--- config.mk ---
export PLATFORM = sky130hd
export DESIGN_NAME = serial_adder
export DESIGN_NICKNAME = d
export VERILOG_FILES = /design/src/rtl/serial_adder.sv
export SDC_FILE = /design/constraint.sdc
export NUM_CORES = 1
export LEC_CHECK = 0
export ABC_AREA = 1
export BUFFER_PORTS_ARGS = -buffer_cell sky130_fd_sc_hd__buf_2
export CORE_MARGIN = 8
export CORE_UTILIZATION = 46
export DETAILED_ROUTE_END_ITERATION = 10
export GPL_ROUTABILITY_DRIVEN = 0
export GPL_TIMING_DRIVEN = 0
export PLACE_DENSITY = 0.72
export SLEW_MARGIN = 10
export SYNTH_ARGS = -nofsm -noshare
export SYNTH_HDL_FRONTEND = slang
export SYNTH_SLANG_ARGS = --single-unit
--- constraint.sdc ---
create_clock -name clk -period 1.29 [get_ports clk]
set_input_delay 0 -clock clk [delete_from_list [all_inputs] [get_ports clk]]
set_output_delay 0 -clock clk [all_outputs]
set_load 0.02 [all_outputs]
--- src/rtl/serial_adder.sv ---
// Bit-serial adder: one full-adder cell, a carry flop and shift registers.
// Operands are accepted over a valid/ready handshake and processed LSB first,
// one bit per clock. The parallel sum and carry-out are returned over a second
// valid/ready handshake.

// Single-bit full adder cell.
module full_adder (
    input  logic a,
    input  logic b,
    input  logic ci,
    output logic s,
    output logic co
);
    assign s  = a ^ b ^ ci;
    assign co = (a & b) | (ci & (a ^ b));
endmodule

module serial_adder #(
    parameter int WIDTH = 8
) (
    input  logic             clk,
    input  logic             rst,
    input  logic             in_valid,
    output logic             in_ready,
    input  logic [WIDTH-1:0] a,
    input  logic [WIDTH-1:0] b,
    input  logic             cin,
    output logic             out_valid,
    input  logic             out_ready,
    output logic [WIDTH-1:0] sum,
    output logic             cout
);
    localparam int CW = $clog2(WIDTH + 1);
    localparam logic [CW-1:0] LAST_BIT = CW'(WIDTH - 1);

    localparam logic [1:0] S_IDLE = 2'd0;
    localparam logic [1:0] S_RUN  = 2'd1;
    localparam logic [1:0] S_DONE = 2'd2;

    logic [1:0]       state_q, state_d;
    logic [WIDTH-1:0] sa_q, sa_d;
    logic [WIDTH-1:0] sb_q, sb_d;
    logic [WIDTH-1:0] sum_q, sum_d;
    logic             carry_q, carry_d;
    logic             cout_q, cout_d;
    logic [CW-1:0]    cnt_q, cnt_d;

    logic             fa_s;
    logic             fa_co;
    logic [WIDTH-1:0] sum_shifted;

    // The single adder cell always looks at the LSBs and the running carry.
    full_adder u_fa (
        .a  (sa_q[0]),
        .b  (sb_q[0]),
        .ci (carry_q),
        .s  (fa_s),
        .co (fa_co)
    );

    // New sum bit enters at the MSB so that after WIDTH shifts bit 0 lands at
    // position 0. A one-bit register has nothing to shift, so it just loads.
    generate
        if (WIDTH == 1) begin : g_sum_w1
            assign sum_shifted = fa_s;
        end else begin : g_sum_wn
            assign sum_shifted = {fa_s, sum_q[WIDTH-1:1]};
        end
    endgenerate

    // Handshake flags come from the state register only.
    assign in_ready  = (state_q == S_IDLE);
    assign out_valid = (state_q == S_DONE);
    assign sum       = sum_q;
    assign cout      = cout_q;

    // Next-state and datapath: load on accept, shift during RUN, hold in DONE.
    always_comb begin
        state_d = state_q;
        sa_d    = sa_q;
        sb_d    = sb_q;
        sum_d   = sum_q;
        carry_d = carry_q;
        cout_d  = cout_q;
        cnt_d   = cnt_q;
        case (state_q)
            S_IDLE: begin
                if (in_valid) begin
                    state_d = S_RUN;
                    sa_d    = a;
                    sb_d    = b;
                    carry_d = cin;
                    cnt_d   = '0;
                    sum_d   = '0;
                    cout_d  = 1'b0;
                end
            end
            S_RUN: begin
                sa_d    = sa_q >> 1;
                sb_d    = sb_q >> 1;
                sum_d   = sum_shifted;
                carry_d = fa_co;
                if (cnt_q == LAST_BIT) begin
                    // Counter parks at the last bit rather than wrapping.
                    state_d = S_DONE;
                    cout_d  = fa_co;
                end else begin
                    cnt_d = cnt_q + CW'(1);
                end
            end
            S_DONE: begin
                if (out_ready) begin
                    state_d = S_IDLE;
                end
            end
            default: begin
                state_d = S_IDLE;
            end
        endcase
    end

    // State registers; reset wins over any handshake in the same cycle.
    always_ff @(posedge clk) begin
        if (rst) begin
            state_q <= S_IDLE;
            sa_q    <= '0;
            sb_q    <= '0;
            sum_q   <= '0;
            carry_q <= 1'b0;
            cout_q  <= 1'b0;
            cnt_q   <= '0;
        end else begin
            state_q <= state_d;
            sa_q    <= sa_d;
            sb_q    <= sb_d;
            sum_q   <= sum_d;
            carry_q <= carry_d;
            cout_q  <= cout_d;
            cnt_q   <= cnt_d;
        end
    end
endmodule

==> qor.yml, run 1 <==
drt:
  wl_per_cell_um: 10.72
  ant_nets: 0
  drcViolationCount: 0
  first_pass_iters: 4
  vias: 1463
  drtIter0Drc: 66
  routed_wl_um: 3356
  viasPerCell: 4.674
timing:
  report.final.setup_viol: 0
  skew_ns: 0.006039
  maxSlewHeadroom_pct: 69.58
  hold_viol_final: 0
  final_max_slew_viol_count: 0
  clock.fmax_ghz: 0.8174
  rsz0062_at_grt: "false"
  fin_crit_sh_pct: 94.84
  finalCriticalPeriod_ns: 1.223
  finalSetupTns_ns: 0
  tightestPinTransition_ns: 0.4563
yosys:
  synth_cell_types: 22
  syn_nets: 236
  netlist_instances: 213
  syn_area_per_cell_um2: 6.920
  yosys_warnings: 0
  ys_ff_latch: 32
  synth_area_mm2: 0.001474
  yosysSeqAreaShare_pct: 43.46
setup_path:
  critPathMaxFanout: 2
  crit_chain: "inv_1, fa_1, or2_0, a21oi_1"
  r2r_slack_ns: 0.07
  end_kind: "flop"
  required_ns: 1.57
  max_stage_delay_ns: 0.47
  cp_slowest_cell: "fa_1"
  crit_type: "reg -> reg"
  critPathLaunch: "carry_q"
  r2r-start: "carry_q"
  cp-start-kind: "flop"
  worstSetupEndpoint: "sum[7]"
  rr_worst_depth: 4
  worstPathArrival_ns: 1.50
  reg2reg_to: "sum[7]"
grt:
  grt_pass1_wl_um: 5720
  grt_pass1_vias: 1313
  grt_max_degree: 11
  grtUsageTotal_pct: 13.62
  antenna_found_initial: 0
  grt-ovfl-total: 0
die:
  dieArea_mm2: 0.005271
  start_util_pct: 48.28
  die_x_um: 72.61
  dieHeight_um: 72.61
  rows: 20
  top_level_ports: 32
  core_region_area_mm2: 0.003053
power_and_ir_drop:
  p_sw_share_pct: 29.06
  p_int_w: 0.001443
  comb_power_share_pct: 20.7
  power.leakage_nw: 0.9107
  clkPwrFrac_pct: 25.8
  irDropWorstVdd_mv: 0.8415
  p_per_area_mw_per_mm2: 1059
  power_frac_seq_pct: 53.5
  p_switching_w: 0.0005910
final_layout:
  final_util_pct: 62.91
  drive_gt1_share_pct: 23.05
  register_area_um2: 646.9
  multiInputGateArea_um2: 713.2
  antennaDiodeCount: 0
  synthToLayoutAreaGrowth_pct: 30.31
  fill_cells: 301
  fin_nets: 292
cts:
  worstSkewPairLatency_ns: 0.33
  ctsHtreeMaxLevel: 2
  cts_buffers: 5
  cts_tree: "built"
  cts_root_buf: "clkbuf_4"
  clkTransAtPathRegs_ns: 0.09
  clkSinkCount: 32
  clockBufferDepth: 2
run_status:
  status: "complete, no violations"
placed_design:
  io_buffers: 31
  post-dp-hpwl_um: 2337
run:
  cap_violations: 0
min_path:
  worstHoldPathType: "in -> reg"
[synthesized netlist by cell type, drive strengths merged]
| cell type | number | area (um2) |
|---|---|---|
| nand2 | 80 | 317.8 |
| nor2 | 39 | 156.4 |
| dfxtp | 32 | 640.6 |
| a21oi | 17 | 88.84 |
| o21ai | 17 | 85.08 |
| inv | 12 | 50.05 |
| buf | 8 | 72.56 |
| nand3 | 4 | 20.02 |
| clkbuf | 1 | 3.750 |
| fa | 1 | 20.02 |
| ha | 1 | 12.51 |
| or2 | 1 | 6.260 |
[cell usage in the layout, fill, tap and decap left out, drive strengths merged]
| master | netlist | final |
|---|---|---|
| a21oi | 17 | 17 |
| buf | 8 | 40 |
| clkbuf | 1 | 7 |
| clkinv | 0 | 1 |
| dfxtp | 32 | 32 |
| dlygate4sd3 | 0 | 17 |
| fa | 1 | 1 |
| ha | 1 | 1 |
| inv | 12 | 12 |
| nand2 | 80 | 80 |
| nand3 | 4 | 4 |
| nor2 | 39 | 39 |
| o21ai | 17 | 17 |
| or2 | 1 | 1 |
[power by group through the flow]
stage	logic (W)	registers (W)	clock network [W]
after floorplan	0.000272	0.00111	0
after global placement	0.000374	0.00111	0
after detailed placement	0.000377	0.00111	0
after CTS	0.000418	0.00109	0.000535
after global routing	0.000477	0.00110	0.000587
final	0.000421	0.00109	0.000524
[routing by layer]
metal | up-vias | GRT usage [%] | routed length, um
met2 | 27 | 21.47 | 1567
met3 | 7 | 4.396 | 186
met5 | - | 0 | 0
met4 | 0 | 7.333 | 61
met1 | 653 | 15.95 | 1541
li1 | 776 | - | -
[sequential cells by signal, indices dropped and copies added (netlist names)]
name     count
cout         1
cnt_q        4
sa_q         8
state_q      2
sum          8
sb_q         8
carry_q      1
[worst min path at each step]
stage          startpoint       end  slack (ns)  cells after the start
6_report             a[3]   sa_q[3]      0.0007                      5
3_5_place_dp         b[7]   sb_q[7]        0.26                      3
2_1_floorplan         rst  cnt_q[1]        0.07                      1
5_1_grt              b[0]   sb_q[0]        0.02                      5
4_1_cts              a[3]   sa_q[3]       0.001                      5
3_3_place_gp          rst      cout        0.25                      2
[worst max-delay path, delay by kind of cell (launching register included)]
kind	cells	cell delay [ns]
fa+ha+maj	1	0.47
flops	1	0.34
simple gates	1	0.21
compound gates	1	0.11
buf+inv	1	0.05
[timing repair]
action                                  CTS  global route
hold buffers                             17             0
endpoints found under the setup margin    0            18
setup buffers                             0             1
hold endpoints to repair                 19             0
gates resized for setup                   0             7
[cells by family (layout without fill, tap and decap cells)]
logic type,after synthesis,in the layout,share of synthesized area (%)
buffers and inverters,21,77,8.573
and+or+nand+nor,124,124,33.96
adders and majority gates,2,2,2.207
DFF,32,32,43.46
AOI/OAI and AO/OA,34,34,11.80
[cell type report]
cell class / count / share of cell area (%)
well taps: 44 / 2.866
flip-flops and latches: 32 / 33.68
clock inverters: 1 / 0.2606
plain buffers: 9 / 3.974
repair buffers: 49 / 17.33
multi-input cells: 160 / 37.13
clock buffers: 6 / 2.150
inverters: 12 / 2.606
[stage by stage]
stage	worst slack (ns)	hold slack (ns)	area [um2]	instances	power [W]
6_report	0.06654	0.0007381	1921	313	0.002034
5_1_grt	0.003032	0.01829	1921	313	0.002160
4_1_cts	0.005002	0.001266	1901	312	0.002040
3_5_place_dp	0.01927	0.2612	1684	288	0.001486
3_3_place_gp	0.03370	0.2517	1684	288	0.001483
2_1_floorplan	0.007415	0.06907	1474	213	0.001379
Note: power is estimated with default switching activity, not from simulation.
==> run 2: changes to the inputs <==
--- a/config.mk
+++ b/config.mk
@@ -12,7 +12,7 @@
 export DETAILED_ROUTE_END_ITERATION = 10
 export GPL_ROUTABILITY_DRIVEN = 0
 export GPL_TIMING_DRIVEN = 0
-export PLACE_DENSITY = 0.72
+export PLACE_DENSITY = 0.69
 export SLEW_MARGIN = 10
 export SYNTH_ARGS = -nofsm -noshare
 export SYNTH_HDL_FRONTEND = slang
==> constraint.sdc (replaced) <==
create_clock -name clk -period 1.45 [get_ports clk]
set_input_delay 0 -clock clk [delete_from_list [all_inputs] [get_ports clk]]
set_output_delay 0 -clock clk [all_outputs]
set_load 0.02 [all_outputs]
==> qor.yml, run 2 (same netlist as run 1, synthesis figures left out) <==
die:
  start_util_pct: 48.28  # unchanged
  top_level_ports: 32  # unchanged
  dieHeight_um: 72.61  # unchanged
  rows: 20  # unchanged
  dieArea_mm2: 0.005271  # unchanged
  core_region_area_mm2: 0.003053  # unchanged
  die_x_um: 72.61  # unchanged
setup_path:
  crit_chain: "ha_1, nand3_1, nand2_1, nand2_1, a21oi_1, nor2_1"  # was inv_1, fa_1, or2_0, a21oi_1
  worstPathArrival_ns: 1.54  # was 1.50 ns
  cp_slowest_cell: "dfxtp_1"  # was fa_1
  cp-start-kind: "flop"  # unchanged
  max_stage_delay_ns: 0.40  # was 0.47 ns
  cp_common_cell: "nand2_1"
  critPathMaxFanout: 6  # was 2
  end_kind: "flop"  # unchanged
  crit_type: "reg -> reg"  # unchanged
  required_ns: 1.68  # was 1.57 ns
power_and_ir_drop:
  power_frac_seq_pct: 51.8  # was 53.5%
  power.leakage_nw: 0.9104  # was 0.9107 nW
  irDropWorstVdd_mv: 0.7428  # was 0.8415 mV
  clkPwrFrac_pct: 28.6  # was 25.8%
  p_sw_share_pct: 28.85  # was 29.06%
  p_switching_w: 0.0005388  # was 0.0005910 W
  p_int_w: 0.001329  # was 0.001443 W
  p_per_area_mw_per_mm2: 980.0  # was 1059 mW/mm2
  comb_power_share_pct: 19.6  # was 20.7%
timing:
  maxSlewHeadroom_pct: 70.17  # was 69.58%
  skew_ns: 0.007453  # was 0.006039 ns
  report.final.setup_viol: 0  # unchanged
  final_max_slew_viol_count: 0  # unchanged
  layout_setup_ws_ns: 0.1397  # was 0.06654 ns
  finalSetupTns_ns: 0  # unchanged
  clock.fmax_ghz: 0.7632  # was 0.8174 GHz
  fin_crit_sh_pct: 90.36  # was 94.84%
  rsz0062_at_grt: "false"  # unchanged
  finalCriticalPeriod_ns: 1.310  # was 1.223 ns
  hold_viol_final: 0  # unchanged
  tightestPinTransition_ns: 0.4475  # was 0.4563 ns
final_layout:
  final_cell_mix: "nand2_1 (77), nor2_1 (37), buf_2 (32), dfxtp_1 (32)"  # was nand2_1 (76), nor2_1 (37), buf_2 (32), dfxtp_1 (27), dlygate4sd3_1 (17)
  antennaDiodeCount: 0  # unchanged
  fill_cells: 287  # was 301
  final_common_cell: "nand2_1"  # unchanged
  synthToLayoutAreaGrowth_pct: 29.29  # was 30.31%
  drive_gt1_share_pct: 20.90  # was 23.05%
  fin_nets: 290  # was 292
cts:
  cts_root_buf: "clkbuf_4"  # unchanged
  clockBufferDepth: 2  # unchanged
  clkTransAtPathRegs_ns: 0.09  # about the same
  cts_resized: 0  # unchanged
  postCtsSetupBuffers: 0  # unchanged
  clkSinkCount: 32  # unchanged
  cts_buffers: 5  # unchanged
  worstSkewPairLatency_ns: 0.33  # about the same
  ctsHtreeMaxLevel: 2  # unchanged
  cts_tree: "built"  # unchanged
grt:
  antenna_found_initial: 0  # unchanged
  grtUsageTotal_pct: 14.19  # was 13.62%
  grt_pass1_vias: 1321  # was 1313
  grt_pass1_wl_um: 5940  # was 5720 um
  grt_max_degree: 11  # unchanged
  grt-ovfl-total: 0  # unchanged
placed_design:
  io_buffers: 31  # unchanged
  post-place-ws_ns: 0.1634  # was 0.01927 ns
  post-dp-hpwl_um: 2352  # was 2337 um
min_path:
  worstHoldPathType: "in -> reg"  # unchanged
drt:
  wl_per_cell_um: 11.04  # was 10.72 um
  viasPerCell: 4.513  # was 4.674
  drtIter0Drc: 88  # was 66
  drcViolationCount: 0  # unchanged
  ant_nets: 0  # unchanged
  first_pass_iters: 4  # unchanged
  routed_wl_um: 3443  # was 3356 um
  vias: 1408  # was 1463
run:
  cap_violations: 0  # unchanged
run_status:
  status: "complete, no violations"  # unchanged
-- run 2: final timing paths --
kind / startpoint / to / slack, ns / cells past startpoint
max: cnt_q[0] / cnt_q[3] / 0.14 / 6
min: a[6] / sa_q[6] / 0.003 / 5
max reg2reg: cnt_q[0] / cnt_q[3] / 0.14 / 6
min reg2reg: sum[0] / sum[0] / 0.47 / 2
-- run 2: routing by layer --
layer	wire length, um	global-route usage (%)	up-vias	share of wire [%]
met5	0	0	-	0
met3	157	3.984	7	4.6
met1	1639	17.16	604	48
met4	65	6.667	0	1.9
li1	-	-	772	-
met2	1581	22.56	25	46
-- run 2: what timing repair did --
action                     4_1_cts  5_1_grt
hold buffers                    16        0
hold endpoints to repair        18        0
setup endpoints to repair        0        0
-- run 2: stage by stage --
stage / total power [W] / hold WS, ns / util (%) / std cells / instance area [um2]
2_1_floorplan: 0.001227 / 0.06907 / - / 213 / 1474
3_3_place_gp: 0.001321 / 0.2534 / 55.16 / 288 / 1684
3_5_place_dp: 0.001323 / 0.2536 / 55.16 / 288 / 1684
4_1_cts: 0.001883 / 0.0001116 / 62.42 / 312 / 1906
5_1_grt: 0.001981 / 0.03271 / 62.42 / 312 / 1906
6_report: 0.001867 / 0.003044 / 62.42 / 312 / 1906
-- run 2: layout make-up --
type                       instances  area [um2]  share of cell area, %
inverter                          12       50.05                  2.626
tap                               44       55.05                  2.889
timing repair buffer              47       315.3                  16.55
sequential                        32       640.6                  33.62
buffer                             9       76.32                  4.005
multi-input combinational        160       706.9                  37.10
clock buffer                       6       51.30                  2.692
clock inverter                     2       10.01                 0.5253
-- run 2: power by group through the flow --
stage          Sequential [W]  Clock, W  Combinational, W
2_1_floorplan        0.000986         0          0.000242
3_3_place_gp         0.000987         0          0.000334
3_5_place_dp         0.000988         0          0.000334
4_1_cts              0.000969  0.000547          0.000367
5_1_grt              0.000974  0.000587          0.000419
6_report             0.000968  0.000533          0.000366
-- run 2: worst max-delay path, delay by kind of cell, from the launching register on --
| family | cells | cell delay, ns |
|---|---|---|
| AOI/OAI and AO/OA | 1 | 0.18 |
| adders and majority gates | 1 | 0.21 |
| DFF | 1 | 0.40 |
| and+or+nand+nor | 4 | 0.43 |
==> run 3: changes to the inputs <==
--- a/config.mk
+++ b/config.mk
@@ -12,6 +12,7 @@
 export DETAILED_ROUTE_END_ITERATION = 10
 export GPL_ROUTABILITY_DRIVEN = 0
 export GPL_TIMING_DRIVEN = 0
+export HOLD_SLACK_MARGIN = 0.15
 export PLACE_DENSITY = 0.69
 export SLEW_MARGIN = 10
 export SYNTH_ARGS = -nofsm -noshare
==> qor.yml, run 3 (same netlist as run 1, synthesis figures left out) <==
timing:
  finalSetupTns_ns: 0  # unchanged
  hold_viol_final: 0  # unchanged
  fin_crit_sh_pct: 90.58  # was 90.36%
  skew_ns: 0.007419  # was 0.007453 ns
  final_max_slew_viol_count: 0  # unchanged
  clock.fmax_ghz: 0.7614  # was 0.7632 GHz
  layout_setup_ws_ns: 0.1366  # was 0.1397 ns
  tightestPinTransition_ns: 0.4478  # was 0.4475 ns
  finalCriticalPeriod_ns: 1.313  # was 1.310 ns
  report.final.setup_viol: 0  # unchanged
  rsz0062_at_grt: "false"  # unchanged
  maxSlewHeadroom_pct: 70.14  # was 70.17%
setup_path:
  cp_slowest_cell: "dfxtp_1"  # unchanged
  cp_top_family: "simple AND/OR/NAND/NOR gates"  # unchanged
  cp_common_cell: "nand2_1"  # unchanged
  max_stage_delay_ns: 0.40  # about the same
  cp-start-kind: "flop"  # unchanged
  critPathMaxFanout: 6  # unchanged
  end_kind: "flop"  # unchanged
  crit_chain: "ha_1, nand3_1, nand2_1, nand2_1, a21oi_1, nor2_1"  # unchanged
  crit_type: "reg -> reg"  # unchanged
  required_ns: 1.68  # about the same
  worstPathArrival_ns: 1.54  # about the same
  cp_num_buf_inv: 0  # unchanged
grt:
  grt-ovfl-total: 0  # unchanged
  grt_pass1_vias: 1346  # was 1321
  grtUsageTotal_pct: 14.45  # was 14.19%
  antenna_found_initial: 0  # unchanged
  grt_pass1_wl_um: 6058  # was 5940 um
  grt_max_degree: 11  # unchanged
final_layout:
  synthToLayoutAreaGrowth_pct: 32.00  # was 29.29%
  final_cell_mix: "nand2_1 (77), nor2_1 (37), buf_2 (32), dfxtp_1 (32), dlygate4sd3_1 (20)"  # was nand2_1 (77), nor2_1 (37), buf_2 (32), dfxtp_1 (32)
  fin_nets: 294  # was 290
  drive_gt1_share_pct: 20.59  # was 20.90%
  antennaDiodeCount: 0  # unchanged
  final_common_cell: "nand2_1"  # unchanged
  fill_cells: 281  # was 287
run_status:
  status: "complete, no violations"  # unchanged
drt:
  first_pass_iters: 4  # unchanged
  routed_wl_um: 3484  # was 3443 um
  viasPerCell: 4.509  # was 4.513
  wl_per_cell_um: 11.03  # was 11.04 um
  vias: 1425  # was 1408
  drcViolationCount: 0  # unchanged
  ant_nets: 0  # unchanged
  drtIter0Drc: 82  # was 88
cts:
  cts_tree: "built"  # unchanged
  postCtsSetupBuffers: 0  # unchanged
  cts_hold_buf: 20  # was 16
  cts_buffers: 5  # unchanged
  cts_resized: 0  # unchanged
  clkTransAtPathRegs_ns: 0.10  # was 0.09 ns
  clockBufferDepth: 2  # unchanged
  clkSinkCount: 32  # unchanged
  cts_root_buf: "clkbuf_4"  # unchanged
  ctsHtreeMaxLevel: 2  # unchanged
  worstSkewPairLatency_ns: 0.33  # about the same
placed_design:
  post-dp-hpwl_um: 2352  # unchanged
  post-place-ws_ns: 0.1634  # unchanged
  io_buffers: 31  # unchanged
power_and_ir_drop:
  p_per_area_mw_per_mm2: 962.9  # was 980.0 mW/mm2
  irDropWorstVdd_mv: 0.7390  # was 0.7428 mV
  power_w: 0.001873  # was 0.001867 W
  power.leakage_nw: 0.9271  # was 0.9104 nW
die:
  top_level_ports: 32  # unchanged
  dieArea_mm2: 0.005271  # unchanged
  dieHeight_um: 72.61  # unchanged
  core_region_area_mm2: 0.003053  # unchanged
  rows: 20  # unchanged
  die_x_um: 72.61  # unchanged
  start_util_pct: 48.28  # unchanged
run:
  cap_violations: 0  # unchanged
min_path:
  worstHoldPathType: "in -> reg"  # unchanged
run 3: cell count changes in the layout (fill, tap and decap cells not counted):
cell,delta
dlygate4sd3_1,+4
run 3: path summary, 6_finish.rpt:
kind	end	depth (start not counted)	start	slack, ns
setup reg to reg	cnt_q[3]	6	cnt_q[0]	0.14
hold reg to reg	sum[0]	2	sum[0]	0.47
hold / removal	cnt_q[1]	3	rst	0.45
setup / recovery	cnt_q[3]	6	cnt_q[0]	0.14
run 3: power by group:
group	leakage [nW]	switching (W)	internal, W
Sequential	0.262	0.0000313	0.000937
Clock	0.0380	0.000300	0.000231
Combinational	0.627	0.000207	0.000168
Total	0.927	0.000538	0.00134
run 3: area by class of cell:
type | instances | area [um2] | area share, %
repair buffers | 51 | 355.3 | 18.26
plain buffers | 9 | 76.32 | 3.923
multi-input cells | 160 | 706.9 | 36.33
clock buffers | 6 | 51.30 | 2.637
inverters | 12 | 50.05 | 2.572
flip-flops and latches | 32 | 640.6 | 32.93
clock inverters | 2 | 10.01 | 0.5145
well taps | 44 | 55.05 | 2.830
run 3: stage by stage:
step | cells | hold WS [ns] | utilization, % | area [um2]
2_1_floorplan | 213 | 0.06907 | - | 1474
3_3_place_gp | 288 | 0.2534 | 55.16 | 1684
3_5_place_dp | 288 | 0.2536 | 55.16 | 1684
4_1_cts | 316 | 0.4248 | 63.73 | 1946
5_1_grt | 316 | 0.4744 | 63.73 | 1946
6_report | 316 | 0.4501 | 63.73 | 1946
run 3: per-layer routing:
| metal | share of wire (%) | global-route usage (%) |
|---|---|---|
| met3 | 4.0 | 3.846 |
| met1 | 48 | 17.49 |
| met4 | 1.9 | 6.667 |
| met2 | 46 | 23.16 |
| met5 | 0 | 0 |
run 3: worst register-to-register path, delay by kind of cell, from the launching register on:
kind	cells	cell delay, ns
adders and majority gates	1	0.21
AOI/OAI and AO/OA	1	0.18
and+or+nand+nor	4	0.44
DFF	1	0.40
